### src/rtl/fetch_queue.sv
// Fetch stage: PC register with sequential increment and branch redirect, feeding a
// DEPTH-entry {PC, instruction} FIFO toward decode. Optional macro FETCH_PERF_EN adds perf counters.
module fetch_queue #(
    parameter int           N        = 64,
    parameter int           I_W      = 32,
    parameter int           DEPTH    = 4,
    parameter int           STEP     = 4,
    parameter logic [N-1:0] RESET_PC = '0
) (
    input  logic                       clk,
    input  logic                       reset,
    input  logic                       PCSrc_F,
    input  logic [N-1:0]               PCBranch_F,
    output logic [N-1:0]               imem_addr_F,
    output logic                       imem_req_F,
    input  logic [I_W-1:0]             imem_data_F,
    output logic                       instr_valid_D,
    input  logic                       instr_ready_D,
    output logic [I_W-1:0]             instr_D,
    output logic [N-1:0]               pc_D,
`ifdef FETCH_PERF_EN
    output logic [31:0]                perf_fetch_F,
    output logic [31:0]                perf_flush_F,
`endif
    output logic [$clog2(DEPTH):0]     count_F
);

    localparam int AW = $clog2(DEPTH);
    localparam int CW = AW + 1;

    logic [N-1:0]   pc_r;
    logic [AW-1:0]  wr_ptr_r;
    logic [AW-1:0]  rd_ptr_r;
    logic [CW-1:0]  count_r;
    logic [N-1:0]   mem_pc_r    [DEPTH];
    logic [I_W-1:0] mem_instr_r [DEPTH];
    logic           valid_s;
    logic           pop_s;
    logic           push_s;

    // Handshake decode; a redirect cycle suppresses both pop and push.
    always_comb begin
        valid_s = (count_r != {CW{1'b0}}) && !PCSrc_F;
        pop_s   = valid_s && instr_ready_D;
        push_s  = reset && !PCSrc_F && ((count_r < CW'(DEPTH)) || pop_s);
    end

    assign imem_addr_F   = pc_r;
    assign imem_req_F    = push_s;
    assign instr_valid_D = valid_s;
    assign instr_D       = mem_instr_r[rd_ptr_r];
    assign pc_D          = mem_pc_r[rd_ptr_r];
    assign count_F       = count_r;

    // PC, pointers and occupancy; redirect flushes by snapping rd_ptr onto wr_ptr.
    always_ff @(posedge clk) begin
        if (!reset) begin
            pc_r     <= RESET_PC;
            wr_ptr_r <= {AW{1'b0}};
            rd_ptr_r <= {AW{1'b0}};
            count_r  <= {CW{1'b0}};
        end else if (PCSrc_F) begin
            pc_r     <= PCBranch_F;
            rd_ptr_r <= wr_ptr_r;
            count_r  <= {CW{1'b0}};
        end else begin
            if (push_s) begin
                pc_r     <= pc_r + N'(STEP);
                wr_ptr_r <= wr_ptr_r + AW'(1);
            end else begin
                pc_r     <= pc_r;
            end
            if (pop_s) begin
                rd_ptr_r <= rd_ptr_r + AW'(1);
            end else begin
                rd_ptr_r <= rd_ptr_r;
            end
            case ({push_s, pop_s})
                2'b10:   count_r <= count_r + CW'(1);
                2'b01:   count_r <= count_r - CW'(1);
                default: count_r <= count_r;
            endcase
        end
    end

    // FIFO storage; contents are don't-care until written, so no reset is needed.
    always_ff @(posedge clk) begin
        if (push_s) begin
            mem_pc_r[wr_ptr_r]    <= pc_r;
            mem_instr_r[wr_ptr_r] <= imem_data_F;
        end
    end

`ifdef FETCH_PERF_EN
    logic [31:0] perf_fetch_r;
    logic [31:0] perf_flush_r;

    // Saturating push and redirect counters.
    always_ff @(posedge clk) begin
        if (!reset) begin
            perf_fetch_r <= 32'd0;
            perf_flush_r <= 32'd0;
        end else begin
            if (push_s && (perf_fetch_r != 32'hFFFF_FFFF)) begin
                perf_fetch_r <= perf_fetch_r + 32'd1;
            end else begin
                perf_fetch_r <= perf_fetch_r;
            end
            if (PCSrc_F && (perf_flush_r != 32'hFFFF_FFFF)) begin
                perf_flush_r <= perf_flush_r + 32'd1;
            end else begin
                perf_flush_r <= perf_flush_r;
            end
        end
    end

    assign perf_fetch_F = perf_fetch_r;
    assign perf_flush_F = perf_flush_r;
`endif

endmodule
### config.mk
export PLATFORM = sky130hd
export DESIGN_NAME = fetch_queue
export DESIGN_NICKNAME = d
export VERILOG_FILES = /design/src/rtl/fetch_queue.sv
export SDC_FILE = /design/constraint.sdc
export NUM_CORES = 1
export LEC_CHECK = 0
export ABC_CLOCK_PERIOD_IN_PS = 5800
export CORE_MARGIN = 5
export CORE_UTILIZATION = 45
export DETAILED_ROUTE_END_ITERATION = 12
export PLACE_DENSITY = 0.68
export SLEW_MARGIN = 20
export SYNTH_ARGS = -nofsm -noshare
export SYNTH_HDL_FRONTEND = slang
export SYNTH_SLANG_ARGS = --single-unit
export TNS_END_PERCENT = 30
### constraint.sdc
create_clock -name clk -period 5.8 [get_ports clk]
set_clock_uncertainty 0.15 [all_clocks]
set_input_delay 0.87 -clock clk [delete_from_list [all_inputs] [get_ports clk]]
set_output_delay 0.87 -clock clk [all_outputs]
set_load 0.01 [all_outputs]
# Word level (Yosys, flattened, before mapping)
# Memories as Yosys holds them, arrays and structs flattened. A register that Yosys moved wholly into a read port is not among the register bits.
# Index checks and enable logic that the tools add are counted.
op_classes:
  addsub: 5
  n_lt_le_gt_ge: 1
  n_eq_ne: 2
  n_mux: 11
  bitwise: 2
  reduce_logical: 12
op_table:
  columns: ["cell", "count"]
  rows:
  - ["$mux 64", 2]
  - ["$add 64x3->64 const B", 1]
  - ["$mux 2", 6]
  - ["$pmux 3 s2", 1]
  - ["$reduce_bool 2->1", 3]
  - ["$add 2x1->2 const B", 2]
  - ["$logic_and 1x1->1", 4]
  - ["$add 3x1->3 const B", 1]
  - ["$lt 3x3->1 const B", 1]
  - ["$reduce_bool 3->1", 1]
  - ["$sub 3x1->3 const B", 1]
  - ["$eq 2x1->1 const B", 1]
  - ["$eq 2x2->1 const B", 1]
  - ["$mux 1", 2]
  - ["$not 1->1", 2]
  - ["$reduce_and 2->1", 1]
  - ["$reduce_or 2->1", 1]
  - ["$logic_not 1->1", 1]
  - ["$logic_or 1x1->1", 1]
word_totals:
  reg_bits: 71
  mem_bits_rw: 384
  out_inout_bits: 165
  word_cells: 39
  n_memories: 2
mem_list:
  columns: ["name", "words", "width", "rd", "rd_ports_with_merged_regs", "write_ports", "line_no", "text"]
  rows:
  - ["mem_pc_r", 4, 64, 1, 1, 1, "35", "logic [N-1:0] mem_pc_r [DEPTH];"]
  - ["mem_instr_r", 4, 32, 1, 1, 1, "36", "logic [I_W-1:0] mem_instr_r [DEPTH];"]

# Longest topological paths before layout
# Gate-level depths: netlist of the first run.
depth:
  ltp_word: 7
  mapped_depth: 11
  ltp_nobuf: 9

# Least setup slack after synthesis of the first run
# OpenSTA, ideal clock, no wires.
synth_timing:
  path_type: "in2reg"
  startpoint: "in instr_ready_D"
  endpoint: "mem mem_instr_r[0][0], enable pin"
  setup_time_ns: 0.466
  t_arrival_ns: 3.890
  required_time_ns: 5.184
  slack_ns: 1.294
  stages: 4
  n_path_buf: 2
  cell_sequence: "nand2b_1 clkbuf_1 clkbuf_1 and3_1"
synth_between:
  elab_chain_len: 5
synth_lines:
  columns: ["item", "line_no", "text"]
  rows:
  - ["start, declared", "18", "input logic instr_ready_D,"]
  - ["$logic_and 1x1->1", "44", "pop_s = valid_s && instr_ready_D;"]
  - ["$logic_or 1x1->1", "45", "push_s = reset && !PCSrc_F && ((count_r < CW'(DEPTH)) || pop_s);"]
  - ["$logic_and 1x1->1", "45", null]
  - ["$mux 1", "88", "if (push_s) begin"]
  - ["$mux 1 (implied by the code)", "90", "mem_instr_r[wr_ptr_r] <= imem_data_F;"]
  - ["end, declared", "36", null]
# No other way between the ends.

# Worst setup path in the final report of the first run
layout_timing:
  startpoint: "in instr_ready_D"
  endpoint: "out imem_req_F"
layout_between:
  elab_chain_len: 3
layout_lines:
  columns: ["item", "line_no", "text"]
  rows:
  - ["$logic_and 1x1->1", "44", null]
  - ["$logic_or 1x1->1", "45", null]
  - ["$logic_and 1x1->1", "45", null]
  - ["end, declared", "15", "output logic imem_req_F,"]
# No other way between the ends.

==> results of run 1 <==
[worst max-delay path: cells and delay by family]
kind | cells | cell delay [ps]
and+or+nand+nor | 2 | 220
buffers and inverters | 5 | 2070
[state kept, by name (all words and copies together) (netlist names), named ones only]
register,flops
rd_ptr_r,2
wr_ptr_r,2
imem_addr_F,64
count_F,3
mem_instr_r,128
mem_pc_r,256
[power by group through the flow]
stage	Combinational [mW]	Sequential, mW	Clock [mW]
floorplan	0.300	3.84	0
global placement	0.668	3.87	0
detailed placement	0.672	3.88	0
CTS	0.676	3.81	3.20
global route	0.708	3.82	3.34
finish	0.666	3.81	3.13
[cells in the final DEF (no fill, tap or decap), drive strengths merged, types with 8 or more instances in the layout]
cell type        n
edfxtp         384
clkdlybuf4s50  263
mux4            96
dfxtp           73
clkbuf          58
nand2           57
nor2            43
o21ai           37
nand3           36
nand4           36
a21oi           29
nor4            25
xor2            21
inv             18
buf             18
nor3            17
a31oi           17
clkinv          16
a211oi          14
or4             12
and3            12
o31ai           11
or3             11
xnor2            8
[layer usage]
metal  vias up  track usage [%]  wire [um]
met1      5732            29.70      19780
met4         6            3.998        738
met5         -                0         22
li1       4953                -          -
met2       445            31.62      22010
met3        64            5.238       4020
[worst max-delay path by stage]
stage                              to  slack (ps)
floorplan           mem_instr_r[0][0]        1290
global placement           imem_req_F        1630
detailed placement         imem_req_F        1620
CTS                        imem_req_F        1600
global route               imem_req_F        1480
finish                     imem_req_F        1600
[cell families (layout without fill, tap and decap cells)]
group	Yosys count	count (layout)
AO/OA/AOI/OAI	135	135
XOR/XNOR	29	29
adder cells (fa/ha/maj)	7	7
buffers and inverters	78	385
flip-flops	457	457
multiplexers	107	107
AND/OR/NAND/NOR	273	273
[final cells by class]
class,instances,area (sq um),share of cell area [%]
clock buffers,58,1280,5.499
clock inverters,29,340.3,1.462
flip-flops and latches,457,13000,55.85
repair buffers,281,2815,12.10
multi-input cells,551,5110,21.95
inverters,17,63.81,0.2742
well taps,532,665.6,2.860
==> metrics.sh, run 1 <==
N_ANTENNA_CELL=0
IOS=265
WORST_R2R_PATH_DEPTH=6
NATURE_OF_THE_CRITICAL_PATH_ENDPOINT='output pin'
CLOCK_PATH_BUFFERS=3
GRT_PASS1_VIAS=10960
FP.COREAREA_SQ_UM=40550
NUMCTSBUFFERS=48
POWER_PER_CELL_AREA_nW_PER_UM2=326.8
DETAILEDPLACE.WORSTSLACK_PS=1625
SYNTH_ASYNC_SR_FLOP_SHARE_PCT=0
SYNTH_ENABLE_FLOP_CELLS=384
TIMING.HOLD.WORST.START='rd_ptr_r[1]'
SYNTH_TOP_FAMILY_BY_AREA='multiplexers'
GRT_START_MAX_NET_PINS=55
CP_DATA_ARRIVAL_TIME_PS=3180
MAXSLEWVIOLCOUNT=0
CRITICAL_PATH.REG2REG.STARTPOINT='imem_addr_F[3]'
SYNTH_NETS=1193
PEAK_SUPPLY_DROP_mV=0.2467
DIE_AREA_SQ_UM=44940
FINAL_UTIL_PCT=57.39
CTS-RESIZED-GATES=0
ROUTED_WIRE_LENGTH_PER_INSTANCE_UM=24.19
CRITPATHMAXSTAGEDELAY_PS=660
CRITICAL_PATH_SOURCE='instr_ready_D'
MAXCAPVIOLATIONS=0
CRIT_CHAIN='clkdlybuf4s50_1, nand2b_1, buf_4, nand2_1, buf_4, inv_2, clkdlybuf4s50_1'
DIE_H_UM=212.0
RRSETUPSLACK_PS=2710
VIA_PER_INST=5.818
GRT_ANTENNA_BEFORE_REPAIR=3
FIN_CRIT_SH_PCT=72.39
POSTCTSSETUPREPAIRBUFS=0
ROOT_BUFFER='clkbuf_16'
FINAL_ROUTED_DRC_VIOLATION_TOTAL=0
POWER.SHARE.SEQUENTIAL_PCT=50.0
TOTAL_POWER_mW=7.607
WORST_PIN_SLEW_PS=876.6
PLACED_CELLS=1838
HOLD_PATH_DEPTH=1
DRIVE_GT1_SHARE_PCT=16.01
FMAX_MHz=238.2
YOSYS.AREA_SHARE.ADDER_PCT=0.5180
PWR-SHARE-CLK_PCT=41.2
CP_DATA_REQUIRED_TIME_PS=4780
FLOORPLAN.INITIALDENSITY_PCT=45.27
FINALSETUPVIOLCOUNT=0
SETUP_TOTAL_NEGATIVE_SLACK_PS=0
WORSTSETUPSTARTPOINTTYPE='input port'
DIE_X_UM=212.0
TRITONCTS='done'
NUM-NETS-FINAL=1463
MOST_INSTANTIATED_FLIP_FLOP_CELL_IN_THE_SYNTHESIS_NETLIST='edfxtp_1'
POST-SYNTH-TOP-AREA-CELL='edfxtp_1'
MAPPEDNETLISTAREA_SQ_UM=18360
NETLIST_INSTANCES=1086
WORST_SLEW_MARGIN_REL_PCT=41.48
PLACE_CONGESTION=0.8262
WORST_REG2REG_ENDPOINT='imem_addr_F[52]'
WORST_HOLD_PATH_TYPE='reg -> reg'
POSTSYNTHAREAPERCELL_SQ_UM=16.91
AREA_OF_ALL_PLACED_CELLS_WITHOUT_FILLERS_SQ_UM=23270
SETUP_SLACK_PS=1602
LIBRARY_CELLS_USED_BY_SYNTHESIS=65
ROW_COUNT=74
FILLER_CELL_COUNT=3137
LAYOUT_MIN_CYCLE_TIME_PS=4198
GRT.OVERFLOW.TOTAL=0
FINAL-HOLD-VIOLATION-COUNT=0
DR_TOTAL_VIAS=11200
SYNTH_TOP_AREA_SHARE_PCT=62.81
MUXSHAREOFSYNTHAREA_PCT=12.41
DPL-INSTANCE-AREA_SQ_UM=21640
SYNTH-WARNING-COUNT=0
TIMING_WORST_SETUP_PATH_TYPE='in -> out'
DRTPASS1ITERATIONS=5
ANTENNA_LEFT=0
RUN_STATUS='complete, no violations'
HPWLAFTERDP_UM=30220
SWITCHING_POWER_mW=1.671
YOSYSMOSTFREQUENTCELL='edfxtp_1'
P_COMB_SHARE_PCT=8.8
SYNTH_COMPOUND_GATE_AREA_SHARE_PCT=4.689
TRITONCTS_NUM_SINKS=457
RSZ_0062_RAISED_AFTER_GLOBAL_ROUTING='no'
ROUTED_WIRELENGTH_UM=46570
PORTBUFFERS=264
CRIT_PATH_TOP_DELAY_CELL='clkdlybuf4s50_1'
CLOCK_LATENCY_PS=560
LEAKAGEPOWER_nW=7.375
YS_TOP_CELLS_BY_AREA='edfxtp_1 (63%), mux4_2 (12%), dfxtp_1 (8.0%)'
CTS.HOLD.BUFFERS_ADDED=0
NETSWITCHINGFRACTION_PCT=21.97
CTS_MAX_LEVEL=2
HOLD_SLACK_PS=328.4
NUMBER_OF_CELLS_IN_THE_FINISHED_LAYOUT_APART_FROM_FILLERS=1925
SYNTH.TOP_CELLS.BY_COUNT='edfxtp_1 (384), mux4_2 (96), dfxtp_1 (73)'
SYNTHXORXNORAREAFRAC_PCT=1.383
SEQ_AREA_FRAC_SYNTH_PCT=70.77
AREAGROWTHSYNTHTOFINISH_PCT=26.78
SYNTHSIMPLEGATEAREAFRAC_PCT=8.580
CELLINTERNALPOWER_mW=5.935
YOSYS_REGISTER_BITS=457
GROUTE.USAGE.OVERALL_PCT=20.35
DR.FIRST_ITER.DRC_COUNT=988
CLOCK_INPUT_TRANSITION_AT_THE_SEQUENTIAL_CELLS_OF_THE_WORST_SETUP_AND_HOLD_PATHS_PS=60
GRT_PASS1_WL_UM=69390
CRITICAL_PATH_PEAK_FANOUT=25
Power figures use the tool's default switching activity.
==> inputs of run 2 (changes only) <==
--- a/config.mk
+++ b/config.mk
@@ -5,7 +5,7 @@
 export SDC_FILE = /design/constraint.sdc
 export NUM_CORES = 1
 export LEC_CHECK = 0
-export ABC_CLOCK_PERIOD_IN_PS = 5800
+export ABC_CLOCK_PERIOD_IN_PS = 4040
 export CORE_MARGIN = 5
 export CORE_UTILIZATION = 45
 export DETAILED_ROUTE_END_ITERATION = 12
==> constraint.sdc (replaced) <==
create_clock -name clk -period 4.04 [get_ports clk]
set_clock_uncertainty 0.15 [all_clocks]
set_input_delay 0.606 -clock clk [delete_from_list [all_inputs] [get_ports clk]]
set_output_delay 0.606 -clock clk [all_outputs]
set_load 0.01 [all_outputs]
==> run 2 against run 1 <==
Net effect:
- power grew 39%
- clock-buffer cell count grew 7
- routed wire length grew 2.4%
- non-clock buffer count grew 8
- die area is the same
- first-iteration DRC count shrank 3.6%
- register-to-register slack lost 1600 ps
==> metrics.sh, run 2 (synthesized netlist as in run 1, its figures left out) <==
RUN_STATUS='complete, no violations'
DR_TOTAL_VIAS=11260
IOS=265
CRIT_PATH_TOP_DELAY_CELL='mux4_2'
GRT_PASS1_WL_UM=71860
CTS-RESIZED-GATES=0
FINAL_ROUTED_DRC_VIOLATION_TOTAL=0
SETUP_TOTAL_NEGATIVE_SLACK_PS=0
TIMING.HOLD.WORST.START='rd_ptr_r[1]'
ROUTED_WIRE_LENGTH_PER_INSTANCE_UM=24.69
CLOCK_PATH_BUFFERS=3
HOLD_PATH_DEPTH=1
GRT_ANTENNA_BEFORE_REPAIR=2
PLACE_CONGESTION=0.8136
POWER_PER_CELL_AREA_nW_PER_UM2=454.4
DR.FIRST_ITER.DRC_COUNT=952
FINALSETUPVIOLCOUNT=0
VIA_PER_INST=5.828
WORST_REG2REG_ENDPOINT='imem_addr_F[62]'
MAXSLEWVIOLCOUNT=0
FP.COREAREA_SQ_UM=40550
LAYOUT_MIN_CYCLE_TIME_PS=3469
SETUP_SLACK_PS=570.9
DIE_X_UM=212.0
DETAILEDPLACE.WORSTSLACK_PS=843.4
PEAK_SUPPLY_DROP_mV=0.3316
RSZ_0062_RAISED_AFTER_GLOBAL_ROUTING='no'
WORST_PIN_SLEW_PS=881.7
ROUTED_WIRELENGTH_UM=47690
DIE_AREA_SQ_UM=44940
FMAX_MHz=288.3
ROOT_BUFFER='clkbuf_16'
GRT_PASS1_VIAS=11250
TRITONCTS_NUM_SINKS=457
HPWLAFTERDP_UM=30850
FINAL-HOLD-VIOLATION-COUNT=0
CTS.HOLD.BUFFERS_ADDED=0
CTS_MAX_LEVEL=2
N_ANTENNA_CELL=0
TOTAL_POWER_mW=10.56
POSTCTSSETUPREPAIRBUFS=0
CLOCK_LATENCY_PS=570
LEAKAGEPOWER_nW=7.340
ANTENNA_LEFT=0
DRTPASS1ITERATIONS=7
MOST_FREQUENT_CELLS_IN_THE_LAYOUT='edfxtp_1 (384), clkdlybuf4s50_1 (263), mux4_2 (96)'
HOLD_END='rd_ptr_r[1]'
CP_DATA_REQUIRED_TIME_PS=3280
GROUTE.USAGE.OVERALL_PCT=21.02
CRIT_CHAIN='buf_12, mux4_2, clkdlybuf4s50_1'
LARGEST_REGISTER_FFS=256
WORST_R2R_PATH_DEPTH=6
WORST_HOLD_PATH_TYPE='reg -> reg'
TIMING_WORST_SETUP_PATH_TYPE='reg -> out'
LARGEST-REGISTER='mem_pc_r'
GRT_START_MAX_NET_PINS=96
TRITONCTS='done'
WORST_SLEW_MARGIN_REL_PCT=41.22
PLACED_CELLS=1846
RRSETUPSLACK_PS=1110
FIN_CRIT_SH_PCT=85.87
CRITPATHMAXSTAGEDELAY_PS=620
ROW_COUNT=74
FINAL_UTIL_PCT=57.28
DIE_H_UM=212.0
NUMCTSBUFFERS=49
PORTBUFFERS=264
CRITICAL_PATH_PEAK_FANOUT=52
CLOCK_INPUT_TRANSITION_AT_THE_SEQUENTIAL_CELLS_OF_THE_WORST_SETUP_AND_HOLD_PATHS_PS=60
NUMBER_OF_CELLS_IN_THE_FINISHED_LAYOUT_APART_FROM_FILLERS=1932
WORSTSETUPSTARTPOINTTYPE='register'
FLOORPLAN.INITIALDENSITY_PCT=45.27
NUM-NETS-FINAL=1472
LAYOUT_COMMONEST_CELL='edfxtp_1'
GRT.OVERFLOW.TOTAL=0
DRIVE_GT1_SHARE_PCT=15.71
NATURE_OF_THE_CRITICAL_PATH_ENDPOINT='output pin'
CRITICAL_PATH.REG2REG.STARTPOINT='imem_addr_F[2]'
AREAGROWTHSYNTHTOFINISH_PCT=26.53
CP_DATA_ARRIVAL_TIME_PS=2710
MAXCAPVIOLATIONS=0
## run 2: through the flow
| step | cell area (sq um) | hold WS (ps) |
|---|---|---|
| CTS | 23230 | 354.7 |
| finish | 23230 | 350.6 |
| global placement | 21760 | 324.6 |
| detailed placement | 21760 | 336.8 |
| global route | 23230 | 391.4 |
| floorplan | 18360 | 289.3 |
## run 2: worst max path at each step
stage / from / endpoint / cells past startpoint
final: register / pc_D[8] / 3
after global routing: register / pc_D[8] / 3
after CTS: register / pc_D[8] / 3
after detailed placement: reset / imem_req_F / 5
after global placement: reset / imem_req_F / 5
after floorplan: instr_ready_D / mem_instr_r[0][0] / 4
## run 2: final cells by class
class / count / area [sq um]
inverter: 17 / 63.81
clock buffer: 65 / 1346
sequential: 457 / 13000
tap: 532 / 665.6
timing repair buffer: 289 / 2938
multi-input combinational: 551 / 5092
clock inverter: 21 / 123.9
fill: 3229 / 17320
## run 2: power by group
group	internal [mW]	switching, mW
Sequential	5.29	0.160
Clock	2.39	1.74
Combinational	0.533	0.449
## run 2: worst max-delay path, delay by kind of cell, from the launching register on
family | cells | cell delay, ps
flops | 1 | 550
buf+inv | 2 | 940
mux | 1 | 620
## run 2: per-layer routing
metal / wire length [um] / GRT usage, % / vias to the layer above
met3: 3305 / 3.674 / 77
met2: 22760 / 33.22 / 451
met5: 26 / 0 / -
met1: 20330 / 30.21 / 5747
li1: - / - / 4981
met4: 1273 / 6.641 / 4
==> RTL edit 1 (settings of run 2) <==
Add a define of `FETCH_PERF_EN`.
--- a/src/rtl/fetch_queue.sv
+++ b/src/rtl/fetch_queue.sv
@@ -2,2 +2,4 @@
 // DEPTH-entry {PC, instruction} FIFO toward decode. Optional macro FETCH_PERF_EN adds perf counters.
+`define FETCH_PERF_EN
+
 module fetch_queue #(
Check against the original RTL (old outputs only; new: perf_fetch_F and perf_flush_F): equivalent (Yosys induction, for registers that start in step).
==> RTL edit 1 against run 2 <==
  * Critical path type unchanged
  * Area after synthesis up 14%
  * Power up 10%
  * Sequential power up 11%
  * Wire length up 12%
  * Global-route usage down 0.49 points
  * Setup slack worse by 0.048 ns
  * Critical endpoint is now pc_D[16]
  * Critical path depth unchanged
  * Sequential cell count up 64
  * Final area up 15%
==> RTL edit 1: results (changes against run 2) <==
hold crit path type=input port to flip-flop; sequential share of the synthesized area=68.5% (-2.3 points); Detailed Route WL=53.2 mm (+12%); first-pass GRT wire length=80.9 mm (+13%); initial drt markers=878 (-7.8%); Placed Area=25,100 um2 (+15%); Leak=8.52 nW (+16%); Max IR drop VDD=288 uV (-13%); # port buffers=328 (+24%); Layout Nets=1,834 (+25%); CTS buffer count=54 (+10%); initial antenna violation count=12 (+10); Area contributors post-synth=edfxtp_1 55%, dfxtp_1 13%, mux4_2 10%; largest net degree at the start of global routing=101 (+5.2%); Critical Path Fanout Max=28 (-46%); dpl ws=0.775 ns (-0.0680 ns); vias post-DR=13,054 (+16%); Worst-Skew Late Latency=0.59 ns (+0.02 ns); TritonRoute pass-1 iters=5 (-2); top cells by count, synth=384 x edfxtp_1, 137 x dfxtp_1, 96 x mux4_2, 86 x nor2_1, 82 x nand2_1; share of cells above drive strength 1=14.1% (-1.6 points); Netlist cell types=59 (-9.2%); Critical Path AT=2.76 ns (+0.05 ns); slowest CP cell=dfxtp_4; Detailed Place HPWL=35.9 mm (+16%); outcome=finished clean
-- RTL edit 1: logic make-up after synthesis --
logic type      after synthesis  synth area share (%)
buf+inv                      80                  1.49
compound gates              149                  4.05
xor+xnor                     96                  4.03
flops                       521                  68.5
simple gates                404                  10.5
mux                         107                  10.9
fa+ha+maj                     9                 0.576
-- RTL edit 1: stage by stage --
step	hold WS (ns)	instances
2_1_floorplan	0.289	1366
3_3_place_gp	0.303	2269
3_5_place_dp	0.318	2269
4_1_cts	0.176	2370
5_1_grt	0.209	2370
6_report	0.220	2372
-- RTL edit 1: worst reg2reg max path, stage by stage (launching register included) --
cell and delay [ns]:
dfxtp_1 0.53, nand3_1 0.29, nor3_1 0.54, nand4_1 0.48, nor4_2 0.42, xnor2_1 0.16
a21oi_1 0.08
-- RTL edit 1: final cells by class --
class / instances / area [um2]
diodes: 2 / 5.00
clock buffers: 67 / 1420
inverters: 20 / 76.3
repair buffers: 363 / 3670
flip-flops and latches: 521 / 14300
clock inverters: 34 / 215
fillers: 3565 / 18900
well taps: 600 / 751
multi-input cells: 765 / 6280
-- RTL edit 1: per-layer routing --
layer  part of all wire [%]  GRT usage [%]  up-vias
met4                    2.1           5.45       20
met1                     42           27.2     6538
met5                   0.22              0        -
met3                    7.6           5.59       99
li1                       -              -     6021
met2                     49           33.9      376
-- RTL edit 1: final timing paths --
path	start	endpoint	slack [ns]	cells past startpoint
worst max-delay path	flip-flop	pc_D[16]	0.52	3
worst max register to register	imem_addr_F[13]	imem_addr_F[45]	1.24	6
worst min-delay path	reset	perf_fetch_F[1]	0.22	3
worst min register to register	rd_ptr_r[1]	flip-flop	0.34	1
-- RTL edit 1: power breakdown --
part	switching (mW)	internal [mW]	total, mW
clock network	1.98	2.62	4.60
logic	0.450	0.544	0.994
registers	0.148	5.91	6.06
==> RTL edit 2 (config.mk and constraints of run 2) <==
Without the edit above. Put one more register stage on the output `count_F`, with the module's reset. The value now appears one clock later. The other outputs are not delayed to match.
--- a/src/rtl/fetch_queue.sv
+++ b/src/rtl/fetch_queue.sv
@@ -52,3 +52,9 @@
     assign pc_D          = mem_pc_r[rd_ptr_r];
-    assign count_F       = count_r;
+    always_ff @(posedge clk) begin
+        if (!reset) begin
+            count_F <= '0;
+        end else begin
+            count_F <= count_r;
+        end
+    end
 
Function: changed (a bounded check fails within 4 cycles, from zero or initial values and one cycle with reset low).
==> RTL edit 2 against run 2 <==
  * Non-clock buffer count grew 9
  * Setup slack gained 0.066 ns
  * Sequential cell count grew 3
  * Register-to-register slack lost 0.40 ns
  * Wire length shrank 1.6%
  * Area after synthesis shrank 1.0%
  * First-iteration DRC count grew 2.9%
  * Power is essentially flat
  * Final cell count shrank 0.88%
  * Highest routed layer is now met4
  * Final area shrank 0.61%
==> RTL edit 2: results (changes against run 2) <==
CTS buffer count=47 (-4.1%); Detailed Route WL=46.9 mm (-1.6%); TritonRoute pass-1 iters=5 (-2); outcome=finished clean; slowest CP cell=dfxtp_4; initial drt markers=980 (+2.9%); Largest Register=mem_pc_r; initial antenna violation count=0 (-2); Detailed Place HPWL=31.0 mm (+0.54%); largest net degree at the start of global routing=60 (-38%); sequential share of the synthesized area=71.8% (+1.1 points); min-delay src=rd_ptr_r[1]; Area contributors post-synth=edfxtp_1 63%, mux4_2 12%, dfxtp_1 8.4%; dpl cells=1,833 (-0.70%); Critical Path AT=2.65 ns (-0.06 ns); CP max stage delay=0.77 ns (+0.15 ns); Max IR drop VDD=303 uV (-8.7%); Critical Path Fanout Max=42 (-19%); Netlist cell types=50 (-23%); Placer Congestion=0.842 (+3.5%); delay-heaviest family, CP=buffers and inverters; vias post-DR=11,077 (-1.6%); Routed wire per std cell=24.5 um (-0.70%); top cells by count, synth=384 x edfxtp_1, 96 x mux4_2, 76 x dfxtp_1, 53 x nand2_1, 50 x o21ai_0; Reg2Reg Setup Slack=0.71 ns (-0.40 ns); Syn Nets=1,175 (-1.5%); Syn Inst Count=1,068 (-1.7%); share of cells above drive strength 1=14.8% (-0.89 points)
-- RTL edit 2: cell count changes in the layout (fill, tap and decap cells not counted), moves of 7 or more --
cell	before	now
nand4_1	31	24
nor4_1	18	10
xor2_1	21	10
nor2_1	42	34
or4_1	10	17
xnor2_1	8	17
o21ai_0	37	50
buf_4	16	23
nor3_1	17	28
-- RTL edit 2: logic make-up after synthesis --
| family | Yosys count | share of synthesized area [%] |
|---|---|---|
| AOI/OAI and AO/OA | 141 | 4.83 |
| xor gates and xnor gates | 27 | 1.30 |
| adders and majority gates | 7 | 0.523 |
| buffers and inverters | 69 | 1.47 |
| DFF | 460 | 71.8 |
| muxes | 103 | 12.3 |
| and+or+nand+nor | 261 | 7.74 |
-- RTL edit 2: metrics by stage --
| stage | hold slack, ns | power (mW) | utilization, % | instance area, um2 |
|---|---|---|---|---|
| after floorplan | 0.289 | 5.94 | - | 18200 |
| after global placement | 0.297 | 6.54 | 54.4 | 21700 |
| after detailed placement | 0.318 | 6.55 | 54.4 | 21700 |
| after CTS | 0.327 | 10.7 | 58.0 | 23100 |
| after global routing | 0.372 | 10.9 | 58.0 | 23100 |
| final | 0.338 | 10.6 | 58.0 | 23100 |
-- RTL edit 2: how the worst max path moves through the flow --
stage	slack (ns)	end	start
CTS	0.59	pc_D[30]	flip-flop
detailed placement	0.78	imem_addr_F[48]	imem_addr_F[2]
finish	0.64	pc_D[32]	flip-flop
floorplan	0.93	mem_instr_r[0][0]	instr_ready_D
global placement	0.85	imem_req_F	instr_ready_D
global route	0.55	pc_D[32]	flip-flop
-- RTL edit 2: final cells by class --
type                    instances  area (um2)
inverters                      11        41.3
fillers                      3094       16700
flip-flops and latches        460       13100
well taps                     525         657
clock inverters                21         195
clock buffers                  61        1240
multi-input cells             539        4870
repair buffers                298        3030
-- RTL edit 2: metal layers --
metal | vias up | share of wire (%) | GRT usage [%]
li1 | 4923 | - | -
met5 | - | 0 | 0
met2 | 461 | 47 | 32.9
met3 | 75 | 7.3 | 4.02
met4 | 0 | 2.6 | 6.08
met1 | 5618 | 43 | 29.9
-- RTL edit 2: where the power goes --
part | total [mW] | switching [mW] | leakage, nW | internal, mW
Sequential | 5.46 | 0.152 | 4.15 | 5.31
Clock | 4.11 | 1.71 | 0.700 | 2.40
Combinational | 0.978 | 0.445 | 2.40 | 0.533
Total | 10.6 | 2.31 | 7.25 | 8.25
